--- src/rtl/dictionary_cam.sv ---
// dictionary_cam: loadable key/value dictionary for field compression.
// Serves key->value and value->key lookups with saturating statistics.
module dictionary_cam #(
  parameter int KEY_WIDTH = 5,
  parameter int VAL_WIDTH = 10,
  parameter int DEPTH     = 2**KEY_WIDTH,
  parameter int CNT_WIDTH = 16
) (
  input  logic                 clk,
  input  logic                 reset,
  input  logic                 load_start,
  input  logic                 load_valid,
  input  logic [VAL_WIDTH-1:0] load_val,
  output logic                 load_ready,
  input  logic                 load_done,
  output logic [KEY_WIDTH:0]   load_count,
  output logic                 full,
  input  logic                 req_valid,
  output logic                 req_ready,
  input  logic                 req_mode,
  input  logic [KEY_WIDTH-1:0] req_key,
  input  logic [VAL_WIDTH-1:0] req_val,
  output logic                 resp_valid,
  input  logic                 resp_ready,
  output logic                 resp_hit,
  output logic [KEY_WIDTH-1:0] resp_key,
  output logic [VAL_WIDTH-1:0] resp_val,
  output logic [CNT_WIDTH-1:0] lookup_cnt,
  output logic [CNT_WIDTH-1:0] miss_cnt
);

  typedef enum logic {
    SERVE,
    LOAD
  } state_t;

  localparam logic [KEY_WIDTH:0] DEPTH_C =
    (KEY_WIDTH+1)'(DEPTH);

  state_t state_q, state_d;

  logic [VAL_WIDTH-1:0] mem [DEPTH];
  logic [DEPTH-1:0]     valid_q;
  logic [KEY_WIDTH:0]   count_q;

  logic                 clr;
  logic                 load_fire;
  logic                 req_fire;
  logic                 d_hit;
  logic [VAL_WIDTH-1:0] d_val;
  logic                 c_hit;
  logic [KEY_WIDTH-1:0] c_key;
  logic                 lk_hit;

  assign load_count = count_q;
  assign full       = (count_q == DEPTH_C);

  always_ff @(posedge clk or posedge reset) begin
    if (reset) state_q <= SERVE;
    else       state_q <= state_d;
  end

  // load_start wins over load_done and over a coincident load word
  always_comb begin
    state_d    = state_q;
    load_ready = 1'b0;
    req_ready  = 1'b0;
    clr        = 1'b0;
    unique case (state_q)
      SERVE: begin
        req_ready = !resp_valid || resp_ready;
        if (load_start) begin
          clr     = 1'b1;
          state_d = LOAD;
        end
      end
      LOAD: begin
        load_ready = !full;
        if (load_start)     clr     = 1'b1;
        else if (load_done) state_d = SERVE;
      end
      default: state_d = SERVE;
    endcase
  end

  assign load_fire = load_valid && load_ready && !clr;
  assign req_fire  = req_valid && req_ready;

  always_comb begin
    d_hit = ({1'b0, req_key} < count_q);
    d_val = '0;
    if (d_hit) d_val = mem[req_key];
  end

  // lowest matching valid index wins
  always_comb begin
    c_hit = 1'b0;
    c_key = '0;
    for (int i = 0; i < DEPTH; i++) begin
      if (!c_hit && valid_q[i] && mem[i] == req_val) begin
        c_hit = 1'b1;
        c_key = KEY_WIDTH'(i);
      end
    end
  end

  assign lk_hit = req_mode ? c_hit : d_hit;

  always_ff @(posedge clk) begin
    if (load_fire) mem[count_q[KEY_WIDTH-1:0]] <= load_val;
  end

  always_ff @(posedge clk or posedge reset) begin
    if (reset) begin
      valid_q <= '0;
      count_q <= '0;
    end else if (clr) begin
      valid_q <= '0;
      count_q <= '0;
    end else if (load_fire) begin
      valid_q[count_q[KEY_WIDTH-1:0]] <= 1'b1;
      count_q <= count_q + (KEY_WIDTH+1)'(1);
    end
  end

  always_ff @(posedge clk or posedge reset) begin
    if (reset) begin
      resp_valid <= 1'b0;
      resp_hit   <= 1'b0;
      resp_key   <= '0;
      resp_val   <= '0;
    end else if (req_fire) begin
      resp_valid <= 1'b1;
      resp_hit   <= lk_hit;
      unique case (req_mode)
        1'b0: begin
          resp_key <= '0;
          resp_val <= d_val;
        end
        1'b1: begin
          resp_key <= c_key;
          resp_val <= req_val;
        end
        default: begin
          resp_key <= '0;
          resp_val <= '0;
        end
      endcase
    end else if (resp_ready) begin
      resp_valid <= 1'b0;
    end
  end

  always_ff @(posedge clk or posedge reset) begin
    if (reset) begin
      lookup_cnt <= '0;
      miss_cnt   <= '0;
    end else if (clr) begin
      lookup_cnt <= '0;
      miss_cnt   <= '0;
    end else if (req_fire) begin
      if (lookup_cnt != '1)
        lookup_cnt <= lookup_cnt + CNT_WIDTH'(1);
      if (!lk_hit && miss_cnt != '1)
        miss_cnt <= miss_cnt + CNT_WIDTH'(1);
    end
  end

endmodule

--- config.mk ---
export PLATFORM = sky130hd
export DESIGN_NAME = dictionary_cam
export DESIGN_NICKNAME = d
export VERILOG_FILES = /design/src/rtl/dictionary_cam.sv
export SDC_FILE = /design/constraint.sdc
export NUM_CORES = 1
export LEC_CHECK = 0
export CORE_AREA = 2 2 234 236
export CTS_CLUSTER_SIZE = 12
export DETAILED_ROUTE_END_ITERATION = 8
export DIE_AREA = 0 0 236 238
export PLACE_DENSITY_LB_ADDON = 0.05
export SKIP_LAST_GASP = 1
export SYNTH_ARGS = -nofsm -noshare
export SYNTH_HDL_FRONTEND = slang
export SYNTH_SLANG_ARGS = --single-unit
--- constraint.sdc ---
create_clock -name clk -period 6.65 [get_ports clk]
set_input_delay 0.9975 -clock clk [delete_from_list [all_inputs] [get_ports clk]]
set_output_delay 0.9975 -clock clk [all_outputs]
set_load 0.005 [all_outputs]
# After elaboration in Yosys (flattened, before gate mapping)
# Memory sizes are Yosys's and may differ from the RTL's.
# Index checks and enable logic that the tools add are counted.
op_classes:
  addsub: 3
  mul: 0
  div_mod_pow: 0
  order_cmp: 3
  n_eq_ne: 35
  shifts: 0
  mux: 89
  bitwise_logic: 3
  n_reduce_logical: 111
ops:
  columns: ["op", "count"]
  rows:
  - ["10-bit equality test", 32]
  - ["5-bit two-way mux", 30]
  - ["16-bit two-way mux", 6]
  - ["1-bit logical AND", 68]
  - ["32-bit two-way mux", 2]
  - ["1-bit two-way mux", 44]
  - ["1-bit zero test", 35]
  - ["16-bit by 1-bit adder with 16-bit output (second input constant)", 2]
  - ["16-bit inequality test (second input constant)", 2]
  - ["32-bit bitwise OR", 1]
  - ["10-bit case mux with 2 select lines", 1]
  - ["6-bit two-way mux", 2]
  - ["10-bit two-way mux", 1]
  - ["5-bit case mux with 2 select lines", 1]
  - ["2-bit nonzero test", 5]
  - ["6-bit by 1-bit adder with 6-bit output (second input constant)", 1]
  - ["6-bit equality test (second input constant)", 1]
  - ["5-bit by 6-bit less-than comparator with 1-bit output", 1]
  - ["5-bit by 6-bit less-than comparator with 1-bit output (second input constant)", 1]
  - ["1-bit demux with 5-bit select", 1]
  - ["5-bit by 1-bit greater-or-equal comparator with 1-bit output (second input constant)", 1]
  - ["2-bit AND reduction", 2]
  - ["1-bit inverter", 2]
  - ["1-bit case mux with 2 select lines", 1]
  - ["1-bit logical OR", 1]
word_totals:
  register_bits: 88
  latchBits: 0
  ram_bits: 320
  romBits: 0
  out_inout_bits: 58
  memories: 1
memory_table:
  columns: ["memory", "depth", "word_bits", "rd", "rd_ports_with_merged_regs", "wr", "line_no", "source"]
  rows:
  - ["mem", 32, 10, 33, 0, 1, "42", "logic [VAL_WIDTH-1:0] mem [DEPTH];"]

# Longest topological paths before layout
# An unclocked memory read counts as a cell.
logic_depth:
  ltp_word: 134
  mapped_depth: 13

# Least setup slack after synthesis
# OpenSTA, ideal clock, no wires.
synth_timing:
  path_type: "input port to flip-flop"
  start: "input port req_val[0]"
  end: "register miss_cnt[1]"
  setup_ns: 0.132
  arrival_ns: 3.054
  t_required_ns: 6.518
  path_slack_ns: 3.464
  path_stages: 13
  path_buffers: 4
  path_cell_list: "buf_4 buf_8 xor2_1 nor4_1 nand3_1 and2b_2 nand3_1 nor4b_4 a22oi_2 buf_4 buf_2 mux2i_1 nor2_1"
synth_via:
  elab_chain_cells: 132
synth_rtl:
  columns: ["element", "line_no", "source"]
  rows:
  - ["start: declaration", "22", "input logic [VAL_WIDTH-1:0] req_val,"]
  - ["10-bit equality test", "100", "if (!c_hit && valid_q[i] && mem[i] == req_val) begin"]
  - ["1-bit logical AND", "100", null]
  - ["1-bit two-way mux", "100", null]
  - ["1-bit zero test", "100", null]
  - ["1-bit logical AND (2 in series)", "100", null]
  - ["1-bit two-way mux", "100", null]
  - ["1-bit zero test", "100", null]
  - ["1-bit logical AND (2 in series)", "100", null]
  - ["[113 not listed]", null, null]
  - ["1-bit zero test", "100", null]
  - ["1-bit logical AND (2 in series)", "100", null]
  - ["1-bit two-way mux *", "100", null]
  - ["1-bit two-way mux *", "107", "assign lk_hit = req_mode ? c_hit : d_hit;"]
  - ["1-bit zero test *", "164", "if (!lk_hit && miss_cnt != '1)"]
  - ["1-bit logical AND *", "164", null]
  - ["2-bit nonzero test (no source line) *", null, null]
  - ["2-bit AND reduction (no source line) *", null, null]
  - ["end signal: assignment", "165", "miss_cnt <= miss_cnt + CNT_WIDTH'(1);"]
  - ["end: declaration", "29", "output logic [CNT_WIDTH-1:0] miss_cnt"]
# Every way passes the cells marked *; elsewhere a longest branch is shown, timed or not.
# A chain may end at the register's enable or synchronous reset.

# Worst setup path in the final report
layout_timing:
  start: "input port req_key[3]"
  end: "register miss_cnt[14]"
layout_via:
  elab_chain_cells: 6
layout_rtl:
  columns: ["element", "line_no", "source"]
  rows:
  - ["start: declaration", "21", "input logic [KEY_WIDTH-1:0] req_key,"]
  - ["5-bit by 6-bit less-than comparator with 1-bit output", "90", "d_hit = ({1'b0, req_key} < count_q);"]
  - ["1-bit two-way mux", "107", null]
  - ["1-bit zero test", "164", null]
  - ["1-bit logical AND", "164", null]
  - ["2-bit nonzero test (no source line)", null, null]
  - ["2-bit AND reduction (no source line)", null, null]
# No other way between the ends.

==> results.json <==
{
  "outcome": "finished, final reports clean",
  "rsz0062_at_grt": "false",
  "firstDrtPassIters": 5,
  "grt_pass1_vias": 13050,
  "dpl.hpwl_um": 46700,
  "crit_path_start_kind": "input pin",
  "internal_power_uw": 4630,
  "dieArea_um2": 56200,
  "pwr-share-clk": 0.452,
  "finalCritPeriodShare": 0.650,
  "fin_tns_setup_ps": 0,
  "cts.sinks": 408,
  "grt_max_degree": 66,
  "viasPerCell": 5.59,
  "drive_gt1_frac": 0.152,
  "p_comb_frac": 0.086,
  "peakVddDrop_v": 0.000230,
  "sw_frac_of_total": 0.237,
  "endpoint_kind": "register",
  "slew_viol_final": 0,
  "coreArea_um2": 53500,
  "num_vias": 12814,
  "ctsResizeCount": 0,
  "yosysWarningCount": 0,
  "clock.fmax_mhz": 231,
  "drt_iter0_markers": 1143,
  "syn2layout_area_growth_pct": 13.9,
  "drc_errors": 0,
  "yosysSeqAreaShare": 0.569,
  "ys_ff_latch": 408,
  "die_h_um": 238,
  "hold_class": "register to register",
  "synth.net_count": 1505,
  "synth-edff-count": 320,
  "antenna_found_initial": 4,
  "async_reset_ff_frac": 0.216,
  "place_ws_ps": 1810,
  "io_buffer_count": 90,
  "htreeDepth": 2,
  "worst_pin_slew_ps": 1220,
  "netlist_area_um2": 20800,
  "final_util": 0.442,
  "finalWeightedCongestion": 0.893,
  "drv_cap": 0,
  "final_hold_viol_count": 0,
  "routedWlPerCell_um": 29.6,
  "start_util": 0.388,
  "yosysTopAreaCellShare": 0.463,
  "slew_headroom": 0.181,
  "drtAntennaViolNets": 0,
  "critPathMaxFanout": 29,
  "io_pins": 91,
  "p_sw_uw": 1440,
  "layout.nets": 1597,
  "tritoncts": "yes",
  "crit_type": "input pin to register",
  "grt.total_usage": 0.242,
  "synth_largest_area_cell": "edfxtp_1",
  "synth.distinct_cells": 57,
  "power_frac_seq": 0.462,
  "leakage_uw": 0.00798,
  "worstPathArrival_ps": 4820,
  "num_rows": 85,
  "final_common_cell": "edfxtp_1",
  "grt_overflow_total": 0,
  "clock_path_buffers": 3,
  "synth.area.top_cells": "edfxtp_1 46%, mux4_2 11%, dfrtp_1 11%",
  "die_w_um": 236,
  "tritoncts.num_buffers": 48,
  "avgSynthCellArea_um2": 14.2,
  "clock_skew_ps": 14.8,
  "fin_ws_ps": 2330,
  "hold_buffers": 0,
  "insertion_delay_ps": 590,
  "required_ps": 7150,
  "post_cts_buffers": 0,
  "grt_first_pass_wirelength_um": 96500,
  "setup_violations": 0,
  "finalCriticalPeriod_ps": 4320,
  "drt_wl_total_um": 67700,
  "synthFlopType": "edfxtp_1",
  "clockRootBuffer": "clkbuf_16",
  "syn_inst": 1462,
  "clkTransAtPathRegs_ps": 60,
  "pwr_density_cell_nw_per_um2": 256,
  "layout_common_cells": "320 x edfxtp_1, 227 x xnor2_1, 109 x xor2_1"
}
[metrics by stage]
stage / hold slack (ps) / instances / total power [µW] / instance area [µm²]
2_1_floorplan: 449 / 1462 / 3160 / 20800
3_3_place_gp: 458 / 2200 / 3380 / 22000
3_5_place_dp: 465 / 2200 / 3380 / 22000
4_1_cts: 478 / 2290 / 6120 / 23600
5_1_grt: 489 / 2290 / 6240 / 23600
6_report: 470 / 2291 / 6060 / 23600
[layer usage]
layer,vias up,routed length [µm],global-route usage,part of all wire
met3,110,4110,0.0449,0.061
met2,399,31800,0.385,0.47
met1,6632,29500,0.332,0.44
met5,-,9,0,0.00013
met4,2,2310,0.0870,0.034
li1,5671,-,-,-
[sequential cells by signal (all words and copies together), names as in the netlist]
| register | flops |
|---|---|
| mem | 320 |
| miss_cnt | 16 |
| resp_key | 5 |
| lookup_cnt | 16 |
| valid_q | 32 |
| resp_hit | 1 |
| resp_valid | 1 |
| resp_val | 10 |
| load_count | 6 |
| state_q | 1 |
[power groups by stage]
| stage | sequential (µW) | clock (µW) | combinational, µW |
|---|---|---|---|
| floorplan | 2850 | 0 | 315 |
| global placement | 2850 | 0 | 528 |
| detailed placement | 2850 | 0 | 526 |
| CTS | 2800 | 2790 | 528 |
| global route | 2800 | 2890 | 554 |
| finish | 2800 | 2740 | 521 |
[cell type report]
| cell class | instances | area [µm²] |
|---|---|---|
| Timing Repair Buffer | 128 | 1120 |
| Sequential cell | 408 | 11800 |
| Tap cell | 696 | 871 |
| Inverter | 25 | 96.3 |
| Clock buffer | 60 | 1330 |
| Fill cell | 4875 | 29800 |
| Multi-Input combinational cell | 943 | 8120 |
| Antenna cell | 1 | 2.50 |
| Clock inverter | 30 | 297 |
[critical path, cell delays in order]
cell and delay, ps:
clkdlybuf4s50_1 890, ha_1 550, a21o_1 110, a21oi_1 110, nor2_1 780, a22oi_2 580, or4_1 610, a21oi_1 160
[worst paths after layout]
| check | startpoint | to | slack [ps] | depth (start not counted) |
|---|---|---|---|---|
| max reg2reg | load_count[2]$_DFFE_PP0P_ | miss_cnt[14]$_DFFE_PP0P_ | 2980 | 9 |
| min in group asynchronous | reset | valid_q[8]$_DFFE_PP0P_ | 780 | 2 |
| max | req_key[3] | miss_cnt[14]$_DFFE_PP0P_ | 2330 | 8 |
| max in group asynchronous | reset | load_count[0]$_DFFE_PP0P_ | 4590 | 3 |
| min | resp_hit$_DFFE_PP0P_ | resp_hit$_DFFE_PP0P_ | 470 | 2 |
| min reg2reg | resp_hit$_DFFE_PP0P_ | resp_hit$_DFFE_PP0P_ | 470 | 2 |
[cell usage after synthesis (all sizes together), types with 2 or more instances]
| master | n |
|---|---|
| mux4 | 100 |
| xnor2 | 227 |
| nand2b | 2 |
| mux2i | 12 |
| nor4 | 23 |
| o31ai | 9 |
| edfxtp | 320 |
| a21oi | 42 |
| o22ai | 10 |
| nor2b | 2 |
| nor3 | 53 |
| and3 | 8 |
| and2b | 3 |
| or4 | 9 |
| o21ai | 30 |
| xor2 | 109 |
| ha | 10 |
| clkbuf | 31 |
| nand3 | 57 |
| nand2 | 46 |
| inv | 25 |
| or2 | 2 |
| and2 | 7 |
| or3 | 12 |
| dfrtp | 88 |
| a21o | 26 |
| nor2 | 67 |
| a31oi | 5 |
| buf | 53 |
| nand4 | 60 |
[logic make-up after synthesis]
| kind of cell | synth area share |
|---|---|
| DFF | 0.569 |
| and+or+nand+nor | 0.0920 |
| xor gates and xnor gates | 0.142 |
| AOI/OAI and AO/OA | 0.0368 |
| muxes | 0.114 |
| buffers and inverters | 0.0402 |
| adders and majority gates | 0.00603 |
Power figures use the tool's default switching activity.
